**src/rtl/hazard_scoreboard_if.sv**
```systemverilog
// Issue/status bundle between the ID stage and the hazard scoreboard.
// master = ID control side, slave = scoreboard.
interface hazard_scoreboard_if #(
    parameter int NUM_REGS = 32,
    parameter int REG_AW   = 5,
    parameter int CNT_W    = 4,
    parameter int STAT_W   = 16
);
    logic                valid;
    logic [REG_AW-1:0]   rs;
    logic [REG_AW-1:0]   rt;
    logic                useRs;
    logic                useRt;
    logic                wr;
    logic [REG_AW-1:0]   rd;
    logic [CNT_W-1:0]    lat;
    logic                isLong;
    logic                branchD;
    logic                flush;
    logic                stall;
    logic                fire;
    logic [NUM_REGS-1:0] pending;
    logic                longBusy;
    logic [STAT_W-1:0]   stallCycles;

    modport master (
        output valid, rs, rt, useRs, useRt, wr, rd,
        output lat, isLong, branchD, flush,
        input  stall, fire, pending, longBusy, stallCycles
    );

    modport slave (
        input  valid, rs, rt, useRs, useRt, wr, rd,
        input  lat, isLong, branchD, flush,
        output stall, fire, pending, longBusy, stallCycles
    );
endinterface

```
**src/rtl/hazard_scoreboard.sv**
```systemverilog
// Per-register result countdown scoreboard for ID-stage issue control.
// Blocks issue on RAW, WAW and long-unit structural hazards.
module hazard_scoreboard #(
    parameter int NUM_REGS  = 32,
    parameter int REG_AW    = 5,
    parameter int CNT_W     = 4,
    parameter int FWD_SLACK = 1,
    parameter int STAT_W    = 16
) (
    input logic               clk,
    input logic               rst_n,
    hazard_scoreboard_if.slave sb
);
    logic [CNT_W-1:0]    cnt [NUM_REGS];
    logic [CNT_W-1:0]    longCnt;
    logic [STAT_W-1:0]   stallCnt;
    logic [CNT_W-1:0]    effLat;
    logic [CNT_W-1:0]    thr;
    logic                rawRs;
    logic                rawRt;
    logic                waw;
    logic                structHaz;
    logic                stall;
    logic                fire;
    logic [NUM_REGS-1:0] pend;

    // Branches compare in ID, so they get no forwarding slack.
    always_comb begin
        effLat    = (sb.lat == '0) ? CNT_W'(1) : sb.lat;
        thr       = sb.branchD ? '0 : CNT_W'(FWD_SLACK);
        rawRs     = sb.useRs && (sb.rs != '0) && (cnt[sb.rs] > thr);
        rawRt     = sb.useRt && (sb.rt != '0) && (cnt[sb.rt] > thr);
        waw       = sb.wr && (sb.rd != '0) && (cnt[sb.rd] > effLat);
        structHaz = sb.isLong && (longCnt != '0);
        stall     = rst_n && sb.valid &&
                    (rawRs || rawRt || waw || structHaz);
        fire      = rst_n && sb.valid && !stall && !sb.flush;
    end

    always_comb begin
        pend = '0;
        for (int r = 1; r < NUM_REGS; r++) begin
            pend[r] = (cnt[r] != '0);
        end
    end

    always_ff @(posedge clk) begin
        if (!rst_n) begin
            for (int r = 0; r < NUM_REGS; r++) begin
                cnt[r] <= '0;
            end
            longCnt  <= '0;
            stallCnt <= '0;
        end else begin
            cnt[0] <= '0;
            // A new producer overrides whatever countdown was running.
            for (int r = 1; r < NUM_REGS; r++) begin
                if (fire && sb.wr && (sb.rd == REG_AW'(r))) begin
                    cnt[r] <= effLat;
                end else if (cnt[r] != '0) begin
                    cnt[r] <= cnt[r] - CNT_W'(1);
                end
            end
            if (fire && sb.isLong) begin
                longCnt <= effLat;
            end else if (longCnt != '0) begin
                longCnt <= longCnt - CNT_W'(1);
            end
            if (stall && (stallCnt != '1)) begin
                stallCnt <= stallCnt + STAT_W'(1);
            end
        end
    end

    assign sb.stall       = stall;
    assign sb.fire        = fire;
    assign sb.pending     = pend;
    assign sb.longBusy    = (longCnt != '0);
    assign sb.stallCycles = stallCnt;
endmodule

```
**src/flat_wrapper.sv**
```systemverilog
// flat-port wrapper written by rule: the top's interface ports become plain ports
module hazard_scoreboard_flat 
#(
    parameter int NUM_REGS  = 32,
    parameter int REG_AW    = 5,
    parameter int CNT_W     = 4,
    parameter int FWD_SLACK = 1,
    parameter int STAT_W    = 16
)
  (clk, rst_n, sb_valid, sb_rs, sb_rt, sb_useRs, sb_useRt, sb_wr, sb_rd, sb_lat, sb_isLong, sb_branchD, sb_flush, sb_stall, sb_fire, sb_pending, sb_longBusy, sb_stallCycles);
  hazard_scoreboard_if #(.NUM_REGS(NUM_REGS), .REG_AW(REG_AW), .CNT_W(CNT_W), .STAT_W(STAT_W)) sb_i ();
  input logic clk;
  input logic rst_n;
  input wire logic [$bits(sb_i.valid)-1:0] sb_valid;
  input wire logic [$bits(sb_i.rs)-1:0] sb_rs;
  input wire logic [$bits(sb_i.rt)-1:0] sb_rt;
  input wire logic [$bits(sb_i.useRs)-1:0] sb_useRs;
  input wire logic [$bits(sb_i.useRt)-1:0] sb_useRt;
  input wire logic [$bits(sb_i.wr)-1:0] sb_wr;
  input wire logic [$bits(sb_i.rd)-1:0] sb_rd;
  input wire logic [$bits(sb_i.lat)-1:0] sb_lat;
  input wire logic [$bits(sb_i.isLong)-1:0] sb_isLong;
  input wire logic [$bits(sb_i.branchD)-1:0] sb_branchD;
  input wire logic [$bits(sb_i.flush)-1:0] sb_flush;
  output wire logic [$bits(sb_i.stall)-1:0] sb_stall;
  output wire logic [$bits(sb_i.fire)-1:0] sb_fire;
  output wire logic [$bits(sb_i.pending)-1:0] sb_pending;
  output wire logic [$bits(sb_i.longBusy)-1:0] sb_longBusy;
  output wire logic [$bits(sb_i.stallCycles)-1:0] sb_stallCycles;
  assign sb_i.valid = sb_valid;
  assign sb_i.rs = sb_rs;
  assign sb_i.rt = sb_rt;
  assign sb_i.useRs = sb_useRs;
  assign sb_i.useRt = sb_useRt;
  assign sb_i.wr = sb_wr;
  assign sb_i.rd = sb_rd;
  assign sb_i.lat = sb_lat;
  assign sb_i.isLong = sb_isLong;
  assign sb_i.branchD = sb_branchD;
  assign sb_i.flush = sb_flush;
  assign sb_stall = sb_i.stall;
  assign sb_fire = sb_i.fire;
  assign sb_pending = sb_i.pending;
  assign sb_longBusy = sb_i.longBusy;
  assign sb_stallCycles = sb_i.stallCycles;
  hazard_scoreboard #(.NUM_REGS(NUM_REGS), .REG_AW(REG_AW), .CNT_W(CNT_W), .FWD_SLACK(FWD_SLACK), .STAT_W(STAT_W)) u_core (.clk(clk), .rst_n(rst_n), .sb(sb_i));
endmodule
```
**config.mk**
```make
export PLATFORM = sky130hd
export DESIGN_NAME = hazard_scoreboard_flat
export DESIGN_NICKNAME = d
export VERILOG_FILES = /design/src/rtl/hazard_scoreboard_if.sv /design/src/rtl/hazard_scoreboard.sv /design/src/flat_wrapper.sv
export SDC_FILE = /design/constraint.sdc
export NUM_CORES = 1
export LEC_CHECK = 0
export BUFFER_PORTS_ARGS = -buffer_cell sky130_fd_sc_hd__buf_2
export CAP_MARGIN = 20
export CORE_MARGIN = 2
export CORE_UTILIZATION = 55
export DETAILED_ROUTE_END_ITERATION = 7
export PLACE_DENSITY = 0.76
export SLEW_MARGIN = 25
export SYNTH_ARGS = -nofsm -noshare
export SYNTH_HDL_FRONTEND = slang
export SYNTH_SLANG_ARGS = --single-unit
```
**constraint.sdc**
```tcl
create_clock -name clk -period 5 [get_ports clk]
set_clock_uncertainty 0.15 [all_clocks]
set_input_delay 0.25 -clock clk [delete_from_list [all_inputs] [get_ports clk]]
set_output_delay 0.25 -clock clk [all_outputs]
set_load 0.05 [all_outputs]
```
==> impl_metrics.toml <==
[critical_path]
cp_max_fo = 39
path_class = "reg2out"
r2r-start = "u_core.cnt[8][1]"
r2r-end = "u_core.cnt[14][0]"
cp-end-kind = "primary output"
r2r_setup_slack_ps = 280
reg2reg_depth = 13
worst_setup_path_start_kind = "flop"
critical_path_required_ps = 4600
worstPathArrival_ps = 4370

[clock_network]
clkTransAtPathRegs_ps = 60
htree_levels = 4
cts_buffer_depth = 2
cts_sinks = 144
cts_buffers = 17
postCtsHoldBufs = 0
ctsResizeCount = 0
cts-root-buf = "clkbuf_16"
postCtsSetupRepairBufs = 0
clkLatencyLatePin_ps = 440
cts_tree = "done"

[floorplan]
core.rowCount = 54
coreArea_um2 = 21700
pin_count = 79
start_util_pct = 55.8
die_x_um = 152
die_area_um2 = 23200
die_h_um = 152

[routing]
drt_iter0_markers = 1461
firstDrtPassIters = 6
drt_drc_violations_left = 0
totalWireLength_mm = 36.7
antenna_left = 0
routedWlPerCell_um = 23.8
via_per_inst = 6.79
via_count = 10500

[power_and_ir_drop]
peakVddDrop_mv = 0.278
p_per_area_nw_per_um2 = 633
p_leak_nw = 5.65

[place]
placed_cells = 1511
io_buffers = 77
place_congestion = 1.01
postPlaceCellArea_um2 = 12800
dp_hpwl_mm = 26.6

[yosys]
synth_area_leader_cell = "edfxtp_1"
synth_area_per_cell_um2 = 10.1
synth-xor-area-share_pct = 4.49
synth.area.top_cells = "edfxtp_1 31%, mux4_2 12%, mux2i_1 8.4%, ha_1 4.1%, mux2_2 3.9%"
async_flop_share_pct = 0
synth_cells = 1196
synth_edf_count = 124
ys.flop_type = "edfxtp_1"
synthAdderAreaFrac_pct = 4.14
synth_mux_area_share_pct = 24.5
synth_cell_types = 76
synth_seq_area_share_pct = 34.1
synth_top_family_by_area = "multiplexers"
synth_seq_cells = 144
synth-warning-count = 0
synth_area_um2 = 12100
synth.top_cell.area_share_pct = 30.8
synth_compound_area_share_pct = 8.62
synth_simple_gate_area_share_pct = 17.9
synth_fp_nets = 1264

[sta]
rsz0062_at_grt = "no"
finalSetupViolCount = 0
timing.fmax_ghz = 0.209
period_needed_ps = 4770
hold_viol_final = 0
max_slew_margin_pct = 33.3
slew_viol_final = 0
post-route-period-util_pct = 95.5
fin_hold_ws_ps = 12.4
worst_pin_slew_ps = 998

[run_status]
run_status = "completed"

[cells_and_area]
final_cell_mix = "124 x edfxtp_1, 106 x nand2_1, 101 x mux2i_1"
layout.nets = 1318
drive_gt1_share_pct = 24.1
stdcell_area_um2 = 13400
syn2layout_area_growth_pct = 10.5
final_common_cell = "edfxtp_1"
final_cells = 1544

[hold_path]
hold_path_class = "in2reg"
whs_path_depth = 3
min_to = "u_core.longCnt[2]"
hold_start = "sb_lat[2]"

[global_routing]
grt_pass1_wl_mm = 57.4
antenna_found_initial = 1
track_usage_pct = 31.6
overflow = 0
first_global_vias = 10200
grt_max_degree = 82

[run]
drv_cap = 0
==> synth_stat cells (all sizes together), types with 7 or more instances <==
cell / n
o211ai: 7
xor2: 48
a21oi: 15
mux4: 65
mux2i: 101
nand3: 81
a221oi: 13
nand2b: 20
nor2b: 10
or3: 14
edfxtp: 124
clkbuf: 51
a31oi: 17
nand4: 17
ha: 40
dfxtp: 20
and2: 17
and3: 10
xnor2: 14
nor2: 81
mux2: 43
inv: 91
o21ai: 14
nor4: 12
a31o: 14
nor3: 50
nand2: 106
buf: 35
==> area by class of cell <==
class,count,area (um2)
sequential,144,4120
tap,280,350
inverter,92,345
clock inverter,8,48.8
multi-input combinational,874,7230
fill,1775,8330
antenna,1,2.50
timing repair buffer,121,731
clock buffer,24,536
==> state kept, by name (all words and copies together), names as in the netlist <==
| signal | flops |
|---|---|
| u_core.cnt | 124 |
| u_core.longCnt | 4 |
| u_core.sb.stallCycles | 16 |
==> worst max-delay path by stage <==
stage | start | to | slack [ps] | cells past startpoint
after floorplan | sb_rd[0] | u_core.cnt[24][0] | 110 | 17
after global placement | sb_rd[0] | u_core.cnt[14][1] | 120 | 14
after detailed placement | sb_rd[0] | u_core.cnt[14][0] | -8 | 14
after CTS | u_core.cnt[8][1] | sb_fire | 240 | 12
after global routing | u_core.cnt[8][1] | sb_fire | 100 | 12
final | u_core.cnt[8][1] | sb_fire | 230 | 12
==> power breakdown <==
part / internal (mW) / total, mW / switching (mW)
sequential: 2.02 / 2.69 / 0.668
clock: 0.748 / 1.27 / 0.525
combinational: 1.86 / 4.50 / 2.64
total: 4.63 / 8.46 / 3.83
==> per-layer routing <==
metal | up-vias | track usage, % | share of wire (%)
li1 | 4590 | - | -
met1 | 5047 | 42.3 | 39
met2 | 714 | 48.8 | 45
met3 | 130 | 7.88 | 12
met4 | 0 | 14.1 | 4.1
met5 | - | 0 | 0
==> through the flow <==
step / setup WS, ps / TNS [ps] / util [%] / power [mW]
after global routing: 105 / 0 / 61.6 / 8.92
final: 225 / 0 / 61.6 / 8.46
after global placement: 115 / 0 / 58.9 / 6.93
after CTS: 238 / 0 / 61.6 / 8.37
after floorplan: 109 / 0 / - / 5.84
after detailed placement: -8.40 / -13.4 / 58.9 / 7.05
==> cell families (layout without fill, tap and decap cells) <==
family          count (synthesis)  in the layout
compound gates                129            129
other cells                     1              2
flops                         144            144
simple gates                  433            433
xor+xnor                       62             62
mux                           209            209
fa+ha+maj                      40             40
buf+inv                       178            245
==> worst max-delay path: stages (launching register included) <==
cell,delay (ps)
edfxtp_1,510
mux4_2,520
mux4_2,470
mux2_2,280
ha_1,300
nor2b_1,130
o21a_1,160
o21a_1,160
o21ai_0,180
o211ai_2,180
nor4_4,460
buf_12,260
buf_2,310
No activity file was read; power rests on OpenSTA's default activity.
